## src/rtl/jtcop_obj_pkg.sv

```systemverilog
// jtcop_obj_pkg: entry field offsets, table word indices and FSM states for the object scheduler
package jtcop_obj_pkg;
    localparam int TILE_W = 16;
    localparam int W0_EN = 15;
    localparam int W0_VFLIP = 14;
    localparam int W0_HFLIP = 13;
    localparam int W0_NSIZE = 11;
    localparam int W0_MSIZE = 9;
    localparam int W2_PAL = 12;
    localparam int W2_BLINK = 11;
    localparam logic [1:0] WD_ATTR = 2'd0;
    localparam logic [1:0] WD_CODE = 2'd1;
    localparam logic [1:0] WD_POS = 2'd2;
    typedef enum logic [2:0] {ST_IDLE, ST_RD0, ST_RD1, ST_RD2, ST_EMIT, ST_DONE} state_t;
    function automatic logic [2:0] size_mask(input logic [1:0] n);
        return 3'((4'd1 << n) - 4'd1);
    endfunction
endpackage

```

## src/rtl/jtcop_obj_zone.sv

```systemverilog
// jtcop_obj_zone: vertical hit test and tile row/sub-row math for one object attribute word
module jtcop_obj_zone
    import jtcop_obj_pkg::*;
(
    input  logic [15:0] w0,
    input  logic [8:0]  vrender,
    output logic        hit,
    output logic [2:0]  row,
    output logic [3:0]  vsub,
    output logic [1:0]  msize,
    output logic [1:0]  nsize,
    output logic        hflip
);
    logic [8:0] dy;
    logic [2:0] rmask, rraw;
    logic vflip;
    assign msize = w0[W0_MSIZE +: 2];
    assign nsize = w0[W0_NSIZE +: 2];
    assign hflip = w0[W0_HFLIP];
    assign vflip = w0[W0_VFLIP];
    assign dy = vrender - w0[8:0];
    assign rmask = size_mask(msize);
    assign rraw = dy[6:4] & rmask;
    assign hit = w0[W0_EN] && dy < (9'(TILE_W) << msize);
    assign row = vflip ? rmask - rraw : rraw;
    assign vsub = vflip ? ~dy[3:0] : dy[3:0];
endmodule

```

## src/rtl/jtcop_obj_sched.sv

```systemverilog
// jtcop_obj_sched: per-line object table scan expanding hits into 16-px tile requests
// Define JTCOP_OBJ_BLINK_EN to honour the blink bit (frame toggles on lvbl falling edge).
module jtcop_obj_sched
    import jtcop_obj_pkg::*;
#(
    parameter int NOBJ  = 256,
    parameter int MAXTL = 32
)(
    input  logic        clk,
    input  logic        rst_n,
    input  logic        hs,
    input  logic        lvbl,
    input  logic [8:0]  vrender,
    output logic [9:0]  tbl_addr,
    input  logic [15:0] tbl_dout,
    output logic        dr_valid,
    input  logic        dr_ready,
    output logic [15:0] dr_code,
    output logic [8:0]  dr_xpos,
    output logic [3:0]  dr_vsub,
    output logic [3:0]  dr_pal,
    output logic        dr_hflip,
    output logic        dr_first,
    output logic        busy,
    output logic        ovf_tl,
    output logic        ovf_line
);
    localparam int CW = $clog2(MAXTL + 1);
    state_t st, st_nx;
    logic ph, ph_nx, hs_l, hs_fall, xfer, nxt_ent, load, ovf_t, more, blk, last;
    logic z_hit, z_hf, hf_l;
    logic [7:0] ent;
    logic [CW-1:0] cnt, cnt_inc;
    logic [2:0] kcol, kn, c, z_row, row_l;
    logic [3:0] z_vsub, vsub_l, pal_l, pb;
    logic [1:0] z_msz, z_nsz, msz_l, nsz_l;
    logic [15:0] code_l;
    logic [8:0] xpos_l, vr, xb;

    jtcop_obj_zone u_zone (
        .w0      (tbl_dout),
        .vrender (vr),
        .hit     (z_hit),
        .row     (z_row),
        .vsub    (z_vsub),
        .msize   (z_msz),
        .nsize   (z_nsz),
        .hflip   (z_hf)
    );

`ifdef JTCOP_OBJ_BLINK_EN
    logic lvbl_l, frame;
    always_ff @(posedge clk) begin
        if (!rst_n) begin
            lvbl_l <= 1'b0;
            frame  <= 1'b0;
        end else begin
            lvbl_l <= lvbl;
            if (lvbl_l && !lvbl) frame <= ~frame;
        end
    end
    assign blk = tbl_dout[W2_BLINK] & frame;
`else
    assign blk = 1'b0 & lvbl;
`endif

    assign busy = st != ST_IDLE && st != ST_DONE;
    assign hs_fall = hs_l & ~hs;
    assign xfer = dr_valid & dr_ready;
    assign cnt_inc = cnt + CW'(xfer);
    assign last = ent == 8'(NOBJ - 1);
    assign more = kcol != size_mask(nsz_l);
    // first column reads position/palette straight off the table, later ones from the latches
    assign xb = st == ST_RD2 ? tbl_dout[8:0] : xpos_l;
    assign pb = st == ST_RD2 ? tbl_dout[W2_PAL +: 4] : pal_l;
    assign c = hf_l ? size_mask(nsz_l) - kn : kn;

    always_ff @(posedge clk) begin
        if (!rst_n) begin
            st <= ST_IDLE;
            ph <= 1'b0;
        end else begin
            st <= st_nx;
            ph <= ph_nx;
        end
    end

    always_comb begin
        st_nx = st;
        nxt_ent = 1'b0;
        load = 1'b0;
        kn = 3'd0;
        ovf_t = 1'b0;
        case (st)
            ST_RD0: if (ph) begin
                if (z_hit) st_nx = ST_RD1;
                else nxt_ent = 1'b1;
            end
            ST_RD1: if (ph) st_nx = ST_RD2;
            ST_RD2: if (ph) begin
                if (blk) nxt_ent = 1'b1;
                else if (cnt == CW'(MAXTL)) begin
                    ovf_t = 1'b1;
                    st_nx = ST_DONE;
                end else begin
                    load = 1'b1;
                    st_nx = ST_EMIT;
                end
            end
            ST_EMIT: if (xfer) begin
                if (!more) nxt_ent = 1'b1;
                else if (cnt_inc == CW'(MAXTL)) begin
                    ovf_t = 1'b1;
                    st_nx = ST_DONE;
                end else begin
                    load = 1'b1;
                    kn = kcol + 3'd1;
                end
            end
            ST_DONE: st_nx = ST_IDLE;
            default: ;
        endcase
        if (nxt_ent) st_nx = last ? ST_DONE : ST_RD0;
        ph_nx = (st_nx == st && st inside {ST_RD0, ST_RD1, ST_RD2}) ? ~ph : 1'b0;
        if (hs_fall) begin
            st_nx = ST_RD0;
            ph_nx = 1'b0;
            nxt_ent = 1'b0;
            load = 1'b0;
            ovf_t = 1'b0;
        end
    end

    always_ff @(posedge clk) begin
        if (!rst_n) begin
            hs_l <= 1'b0;
            ovf_tl <= 1'b0;
            ovf_line <= 1'b0;
            ent <= 8'd0;
            tbl_addr <= 10'd0;
            cnt <= '0;
            vr <= 9'd0;
            row_l <= 3'd0;
            vsub_l <= 4'd0;
            msz_l <= 2'd0;
            nsz_l <= 2'd0;
            hf_l <= 1'b0;
            code_l <= 16'd0;
            xpos_l <= 9'd0;
            pal_l <= 4'd0;
            kcol <= 3'd0;
            dr_valid <= 1'b0;
            dr_code <= 16'd0;
            dr_xpos <= 9'd0;
            dr_vsub <= 4'd0;
            dr_pal <= 4'd0;
            dr_hflip <= 1'b0;
            dr_first <= 1'b0;
        end else begin
            hs_l <= hs;
            ovf_tl <= ovf_t;
            ovf_line <= hs_fall & busy;
            if (hs_fall) begin
                ent <= 8'd0;
                tbl_addr <= 10'd0;
                cnt <= '0;
                vr <= vrender;
                dr_valid <= 1'b0;
                dr_first <= 1'b0;
            end else begin
                cnt <= cnt_inc;
                if (st == ST_RD0 && ph && z_hit) begin
                    row_l <= z_row;
                    vsub_l <= z_vsub;
                    msz_l <= z_msz;
                    nsz_l <= z_nsz;
                    hf_l <= z_hf;
                    tbl_addr[1:0] <= WD_CODE;
                end
                if (st == ST_RD1 && ph) begin
                    code_l <= tbl_dout;
                    tbl_addr[1:0] <= WD_POS;
                end
                if (st == ST_RD2 && ph) begin
                    xpos_l <= tbl_dout[8:0];
                    pal_l <= tbl_dout[W2_PAL +: 4];
                end
                if (nxt_ent) begin
                    ent <= ent + 8'd1;
                    tbl_addr <= {ent + 8'd1, WD_ATTR};
                end
                if (load) begin
                    dr_valid <= 1'b1;
                    dr_code <= code_l + (16'(c) << msz_l) + 16'(row_l);
                    dr_xpos <= xb + 9'(kn * TILE_W);
                    dr_vsub <= vsub_l;
                    dr_pal <= pb;
                    dr_hflip <= hf_l;
                    dr_first <= (cnt_inc == '0);
                    kcol <= kn;
                end else if (xfer) begin
                    dr_valid <= 1'b0;
                end
            end
        end
    end
endmodule

```

## config.mk

```make
export PLATFORM = sky130hd
export DESIGN_NAME = jtcop_obj_sched
export DESIGN_NICKNAME = d
export VERILOG_FILES = /design/src/rtl/jtcop_obj_pkg.sv /design/src/rtl/jtcop_obj_zone.sv /design/src/rtl/jtcop_obj_sched.sv
export SDC_FILE = /design/constraint.sdc
export NUM_CORES = 1
export LEC_CHECK = 0
export ABC_AREA = 0
export CELL_PAD_IN_SITES_DETAIL_PLACEMENT = 0
export CELL_PAD_IN_SITES_GLOBAL_PLACEMENT = 1
export CORE_UTILIZATION = 42
export DETAILED_ROUTE_END_ITERATION = 8
export PLACE_DENSITY_LB_ADDON = 0.1
export SLEW_MARGIN = 10
export SYNTH_ARGS = -nofsm -noshare
export SYNTH_HDL_FRONTEND = slang
export SYNTH_SLANG_ARGS = --single-unit
```

## constraint.sdc

```tcl
create_clock -name clk -period 7.6 [get_ports clk]
set_input_delay 1.52 -clock clk [delete_from_list [all_inputs] [get_ports clk]]
set_output_delay 1.52 -clock clk [all_outputs]
set_load 0.01 [all_outputs]
```

; Word-level counts from Yosys, hierarchy flattened
; Index checks and enable logic that the tools add are counted.
[totals]
regBits = 112
input_bits = 30
output_inout_bits = 49
elab_cells = 128
[classes]
n_addsub = 11
order_cmp = 1
eq_ne = 11
shifts = 4
n_mux = 44
n_bitwise = 10
n_reduce_logical = 20
[ops]
columns = op, n
row1 = 3-bit 2-to-1 mux, 15
row2 = 1-bit 2-to-1 mux, 20
row3 = 16-bit adder, 1
row4 = 16-bit by 3-bit adder with 16-bit output, 1
row5 = 3-bit by 2-bit left shift with 16-bit output, 1
row6 = 3-bit one-hot mux with 5 select lines, 1
row7 = "6-bit == test, second input constant", 2
row8 = 9-bit by 7-bit adder with 9-bit output, 1
row9 = 9-bit less-than comparator, 1
row10 = 9-bit 2-to-1 mux, 1
row11 = "5-bit by 2-bit left shift with 9-bit output, first input constant", 1
row12 = 9-bit subtractor, 1
row13 = "8-bit by 1-bit adder with 8-bit output, second input constant", 1
row14 = "8-bit == test, second input constant", 1
row15 = 4-bit 2-to-1 mux, 2
row16 = 2-bit AND reduction, 4
row17 = 1-bit logical AND, 7
row18 = 6-bit by 1-bit adder with 6-bit output, 1
row19 = "3-bit by 2-bit == test with 1-bit output, second input constant", 2
row20 = "3-bit == test, second input constant", 2
row21 = 6-bit zero test, 1
row22 = 1-bit one-hot mux with 2 select lines, 3
row23 = 3-bit nonzero test, 2
row24 = 3-bit OR reduction, 2
row25 = other kinds (16), 27

; Logic depth before layout (Yosys ltp)
; Gate-level depths: netlist of the first run.
[depth]
depth_word = 12
ltp_mapped = 25
mapped_depth_nobuf = 25

; Hierarchy
; From an unflattened synthesis of the first run, not the netlist that was laid out.
[hier_totals]
cells_unflattened = 747
hier_area_um2 = 6175.9
[by_module_without_submodules]
columns = mod, instances, cells_per_inst, area_each_um2, seq_area_each_um2
row1 = jtcop_obj_sched, 1, 651, 5465.2, 2242.2
row2 = jtcop_obj_zone, 1, 96, 710.7, 0.0

; Least setup slack after synthesis of the first run
; No wires, ideal clock.
[synth_timing]
path_kind = input to register
from = input dr_ready
to = register dr_code[13]
setup_time_ps = 86
arrival_ps = 6168
t_required_ps = 7514
slack_ps = 1346
stages = 24
path_buffers = 0
path_cell_list = nand2_1 inv_1 ha_1 ha_1 nor3_1 a31o_2 o2111a_1 or2_2 nor2_1 fa_1 nand2b_1 o41a_1 a21o_1 a21oi_1 fa_1 ha_1 inv_1 fa_1 nor2b_1 o31a_1 o311a_1 and3_1 xnor2_1 a211oi_1
[synth_between]
elab_chain_len = 12
word_cells_on_any_way = 18
classes_between = 4 x add/sub / 1 x eq/ne / 1 x shift / 10 x mux / 1 x bitwise / 1 x reduce/logical
[synth_rtl]
columns = item, line
row1 = start: declaration, jtcop_obj_sched.sv:17  ; input logic dr_ready,
row2 = 1-bit AND *, jtcop_obj_sched.sv:69  ; assign xfer = dr_valid & dr_ready;
row3 = 6-bit by 1-bit adder with 6-bit output, jtcop_obj_sched.sv:70  ; assign cnt_inc = cnt + CW'(xfer);
row4 = 6-bit == test, jtcop_obj_sched.sv:112  ; else if (cnt_inc == CW'(MAXTL)) begin
row5 = 3-bit 2-to-1 mux, jtcop_obj_sched.sv:112
row6 = 3-bit 2-to-1 mux, jtcop_obj_sched.sv:111  ; if (!more) nxt_ent = 1'b1;
row7 = 3-bit 2-to-1 mux *, jtcop_obj_sched.sv:110  ; ST_EMIT: if (xfer) begin
row8 = 3-bit 2-to-1 mux *, jtcop_obj_sched.sv:94  ; case (st)
row9 = named net kn[1], jtcop_obj_sched.sv:34  ; logic [2:0] kcol, kn, c, z_row, row_l;
row10 = 3-bit subtractor, jtcop_obj_sched.sv:76  ; assign c = hf_l ? size_mask(nsz_l) - kn : kn;
row11 = 3-bit 2-to-1 mux *, jtcop_obj_sched.sv:76
row12 = 3-bit by 2-bit left shift with 16-bit output *, jtcop_obj_sched.sv:194  ; dr_code <= code_l + (16'(c) << msz_l) + 16'(row_l);
row13 = 16-bit adder *, jtcop_obj_sched.sv:194
row14 = 16-bit by 3-bit adder with 16-bit output *, jtcop_obj_sched.sv:194
row15 = end signal: assignment, jtcop_obj_sched.sv:194
row16 = end: declaration, jtcop_obj_sched.sv:18  ; output logic [15:0] dr_code,
; Mark *: on every way through the listed nets, which the timed path passes. The rest lies on a longest branch.
; A chain may end at the register's enable or synchronous reset.

; Worst setup path in the final report of the first run
; Same ends and word-level chain as after synthesis.

==> results of run 1 <==
[routing by layer]
metal | GRT usage [%] | vias to the layer above | part of all wire, % | wire, µm
li1 | - | 2775 | - | -
met4 | 8.36 | 0 | 1.9 | 332
met3 | 2.34 | 22 | 3.8 | 667
met5 | 0 | - | 0 | 0
met2 | 39.6 | 129 | 47 | 8180
met1 | 32.5 | 2679 | 48 | 8340
[registers in the layout, summed over array words and instances (netlist names), 6 cells and up]
signal	flops
cnt	6
code_l	16
dr_code	16
dr_xpos	9
tbl_addr	10
vr	9
xpos_l	9
[final cells by class]
cell class	count	area (µm²)	share of cell area, %
inverter	28	105	1.42
multi-input combinational	572	3690	49.9
clock buffer	11	243	3.28
clock inverter	5	86.3	1.17
timing repair buffer	81	801	10.8
tap	184	230	3.11
sequential	112	2240	30.3
[final timing paths]
check                endpoint  slack, ns  cells after the start
setup reg to reg  dr_code[13]       1.89                     24
setup / recovery  dr_code[13]       0.63                     25
hold / removal       pal_l[2]       0.46                      2
hold reg to reg      pal_l[2]       0.46                      2
[cells in the mapped netlist (all sizes together) (3+ instances only)]
cell	n	area share (%)
mux2i	17	2.7
nor3	9	0.90
xor2	8	1.1
o21a	3	0.38
a211o	3	0.42
a21o	7	0.84
nand2	127	7.7
a31oi	3	0.30
nor4b	3	0.42
clkbuf	33	2.0
nand3	30	2.5
or3	10	1.1
ha	31	6.2
fa	7	2.3
xnor2	23	3.5
o21ai	34	2.9
or2	3	0.30
a21oi	89	7.2
nor2b	11	1.1
o2111ai	5	0.80
nand2b	14	1.5
a211oi	19	2.5
and3b	3	0.42
nand3b	3	0.36
and2	5	0.50
nor2	38	2.4
o211a	8	1.3
inv	28	1.7
and3	9	0.90
buf	12	1.1
nor3b	4	0.48
nand4	14	1.4
dfxtp	112	36
[stage by stage]
| step | total power, mW | std cells |
|---|---|---|
| floorplan | 0.667 | 757 |
| global placement | 0.706 | 977 |
| detailed placement | 0.708 | 977 |
| CTS | 1.24 | 993 |
| global route | 1.27 | 993 |
| finish | 1.23 | 993 |
[tightest hold or removal path, cell delays in order (launching register included)]
cell	delay [ns]
dfxtp_1	0.31
nand2_1	0.05
a21oi_1	0.05
[power by group]
part / total, mW / switching, mW / internal, mW
logic: 0.103 / 0.0619 / 0.0407
clock network: 0.534 / 0.232 / 0.302
registers: 0.592 / 0.00305 / 0.589
[cell families (layout without fill, tap and decap cells)]
logic type	after synthesis	count (layout)	share of synthesized area [%]
xor gates and xnor gates	31	31	4.67
DFF	112	112	36.0
and+or+nand+nor	287	287	22.5
adders and majority gates	38	38	8.49
muxes	17	17	2.73
AOI/OAI and AO/OA	199	199	20.8
buffers and inverters	73	125	4.79
==> run metrics, run 1 <==
outcome finished clean; Max Clk Rate between 100 and 150 MHz; synthesized cell area 0.00622 mm²; largest net degree at the start of global routing 44; Min-Delay Path Class reg2reg; Placed Area 0.00707 mm²; share of post-route cells with drive strength above 1 4.94%; worst path bufs/invs 3; CP max FO 7; detailed-placement wirelength estimate 12600 µm; post-CTS setup buffer count 0; Worst Path Arrival 7.24 ns; sequential fraction of the synthesis area between 30% and 40%; drt first pass iters 7; Post-synth ARST share 0%; Top delay family on crit path compound AO/OA/AOI/OAI gates; Clock Skew 0.00689 ns; GPL Wtd Cong 0.881; min Tclk post-route 6.97 ns; via count 5605; RSZ-0062 raised after global routing false; final hold viol count 0; Total GRT Usage 24.0%; Starting Density 43.0%; DRC 0; Setup TNS 0 ns; min-delay src pal_l[2]; die area 0.0153 mm²; crit path capture type flop; core footprint 0.0145 mm²; Mapped Cells ~760; Syn Nets slightly above 800; Crit path required time 7.87 ns; vias in the first global route 5252; Syn Area/Cell a little over 8 µm²; clock transition at the registers of the reported paths 0.08 ns; r2r startpoint dr_valid; CTS root buffer clkbuf_16; CTS Buffer Depth 2; post-CTS sizing 0; critical path's slowest cell fa_1; Worst Max-Slew Pin Slew 1.05 ns; hold_buf cts 0; maximum VDD drop between 0.09 and 0.1 mV; gr ovfl total 0; Post-DRT Antenna Nets 0; num rows 44; Setup crit start dr_ready; crit-path max cell delay 0.47 ns; Fin Hold WS 0.455 ns; CP startpoint kind primary input; Die X between 100 and 150 µm; PortBufs 77; Slew HR 29.6%; fin crit share 91.7%; Synth warnings 0; clock buffer count from CTS 9; FF+latch count, synth 112; Fill cells 1382; Top FF cell, synth dfxtp_1; most common cell after layout, fill and taps aside nand2_1; most frequent cells in the layout 127 x nand2_1, 112 x dfxtp_1, 89 x a21oi_1; utilization after layout 51.1%; clock latency on the worst-skew pair between 0.3 and 0.4 ns; clock sinks approximately 110; post-synthesis cell type count 71; initial antenna violation count 0; # nets final 872; design area about 0.0074 mm²; final setup violation count 0; Pleak 2.79 nW; area growth from synthesis to layout 18.8%; antenna cells 0; max_cap viols 0; Worst Setup Path Type in2reg; CTS H-tree lvls 3; CTS tree built; EDFF count, synth 0; final-report max-slew violation count 0; die extent in y 124 µm; via density per instance 5.64; DR iter-0 viols between 300 and 400; dpl ws about 0.28 ns; Setup WS post-layout approximately 0.63 ns; WL final 17500 µm; PD cells roughly 170 mW/mm²; global-route wire length before repair ~28000 µm; WL/cell 17.6 µm; I/O Pins between 70 and 80
(Power assumes the default switching activity.)
==> run 2, diff against run 1 <==
- RECOVER_POWER: default -> 25
- clock period: 7.6 -> 7.4 ns (I/O delays scaled with it)
==> run metrics, run 2 (synthesis results as in run 1) <==
outcome finished clean; DRC 0 (unchanged); Clock Skew 0.00912 ns (+0.00223 ns); Worst Setup Path Type in2reg; clock buffer count from CTS 9 (unchanged); most common cell after layout, fill and taps aside nand2_1; Min-Delay Path Class reg2reg; CTS Buffer Depth 2 (unchanged); Total GRT Usage 23.4% (-0.55 points); CTS root buffer clkbuf_16; hold_buf cts 0 (unchanged); num rows 44 (unchanged); initial antenna violation count 0 (unchanged); final-report max-slew violation count 0 (unchanged); Post-DRT Antenna Nets 0 (unchanged); maximum VDD drop 0.144 mV (+47%); clock sinks 112 (unchanged); area growth from synthesis to layout 18.5%; gr ovfl total 0 (unchanged); post-CTS sizing 0 (unchanged); Sw Share 24.3% (+0.085 points); GPL Wtd Cong 0.904 (+2.6%); Slew HR 9.69% (-20 points); Largest regs code_l (16), dr_code (16), tbl_addr (10); CTS H-tree lvls 3 (unchanged); die area 0.0153 mm² (unchanged); PD cells 164 mW/mm² (-1.0%); clock latency on the worst-skew pair 0.36 ns (about the same); final hold viol count 0 (unchanged); CTS tree built; die extent in y 124 µm (unchanged); Starting Density 43.0% (unchanged); via count 5550 (-0.98%); drt first pass iters 6 (-1); most frequent cells in the layout 127 x nand2_1, 112 x dfxtp_1, 89 x a21oi_1; RSZ-0062 raised after global routing false; Max Clk Rate roughly 150 MHz; min Tclk post-route 6.79 ns; sequential power share 50.1% (+1.9 points); post-CTS setup buffer count 0 (unchanged); DR iter-0 viols 370 (+0.82%); Placed Area 0.00707 mm² (+0.11%); design area 0.00737 mm² (-0.32%); via density per instance 5.58 (-1.2%); Worst Path Arrival 7.07 ns (-0.17 ns); max_cap viols 0 (unchanged); Pleak 2.91 nW (+4.4%); Fin Hold WS 0.454 ns (-0.00149 ns); clock network power share 41.2% (-2.3 points); largest net degree at the start of global routing 44 (unchanged); Worst Max-Slew Pin Slew 1.35 ns (+0.302 ns); share of post-route cells with drive strength above 1 4.94% (-0.0061 points); detailed-placement wirelength estimate 12400 µm (-1.4%); Combinational Power Share 8.6% (+0.3 points); # nets final 873 (+0.11%); P_sw 0.294 mW (-0.97%); fin crit share 91.8%; PortBufs 77 (unchanged); clock transition at the registers of the reported paths 0.07 ns (about the same); I/O Pins 79 (unchanged); CP startpoint kind primary input; Crit path required time 7.68 ns (-0.19 ns); WL final 17100 µm (-2.3%); vias in the first global route 5152 (-1.9%); internal cell power 0.918 mW (-1.4%); WL/cell 17.2 µm (-2.5%); crit path capture type flop; global-route wire length before repair 27100 µm (-2.6%); final setup violation count 0 (unchanged); Die X 124 µm (unchanged); Setup TNS 0 ns (unchanged); core footprint 0.0145 mm² (unchanged); CP max FO 4 (-3); Power Total 1.21 mW (-1.3%)
[run 2: changes by cell type in the layout (fill, tap and decap cells not counted), sizes merged]
cell           previous run  this run
dlygate4sd3               0        39
inv                      30        28
clkbuf                   11        12
clkdlybuf4s50            77        38
diode                     0         1
bufinv                    2         1
clkinvlp                  0         1
clkinv                    1         3
[run 2: metrics by stage]
step                worst slack, ns  util [%]  cells
finish                        0.610      50.9    995
global route                  0.310      50.9    994
CTS                           0.608      50.9    994
detailed placement            0.232      48.9    978
global placement              0.345      48.9    978
floorplan                      1.19         -    757
[run 2: worst paths after layout]
check	cells after the start	slack (ns)	from	endpoint
worst max-delay path	25	0.61	dr_ready	dr_code[13]
worst min-delay path	2	0.45	dr_code[7]	dr_code[7]
worst max register to register	24	1.84	dr_valid	dr_code[13]
worst min register to register	2	0.45	dr_code[7]	dr_code[7]
[run 2: layout make-up]
class                   count  area [µm²]
clock buffers              11         243
inverters                  28         105
repair buffers             82         805
diodes                      1        2.50
well taps                 184         230
clock inverters             5        56.3
multi-input cells         572        3690
fillers                  1443        7110
flip-flops and latches    112        2240
[run 2: critical path, stage by stage]
cell and delay [ns]:
clkdlybuf4s50_1 0.47, nand2_1 0.13, inv_1 0.09, ha_1 0.16, ha_1 0.23, nor3_1 0.07, a31o_2 0.22, o2111a_1 0.16
or2_2 0.33, nor2_1 0.36, fa_1 0.46, nand2b_1 0.15, o41a_1 0.18, a21o_1 0.21, a21oi_1 0.14, fa_1 0.43
ha_1 0.25, inv_1 0.09, fa_1 0.18, nor2b_1 0.07, o31a_1 0.28, o311a_1 0.37, and3_1 0.22, xnor2_1 0.12
a211oi_1 0.21
[run 2: layer usage]
| layer | GRT usage (%) | routed length [µm] | vias to the layer above |
|---|---|---|---|
| li1 | - | - | 2767 |
| met2 | 38.4 | 8020 | 124 |
| met1 | 31.1 | 8140 | 2642 |
| met5 | 0 | 0 | - |
| met3 | 4.67 | 709 | 17 |
| met4 | 6.48 | 250 | 0 |
[run 2: power groups by stage]
stage                     clock (mW)  combinational (mW)  sequential, mW
after floorplan                    0              0.0642           0.620
after global placement             0               0.102           0.622
after detailed placement           0               0.105           0.622
after CTS                      0.514               0.106           0.608
after global routing           0.536               0.116           0.608
final                          0.500               0.105           0.608
==> run 3, diff against run 2 <==
- GPL_ROUTABILITY_DRIVEN: default -> 0
==> results of run 3 <==
No change in the layout: final DEF, timing and power equal those of run 2.
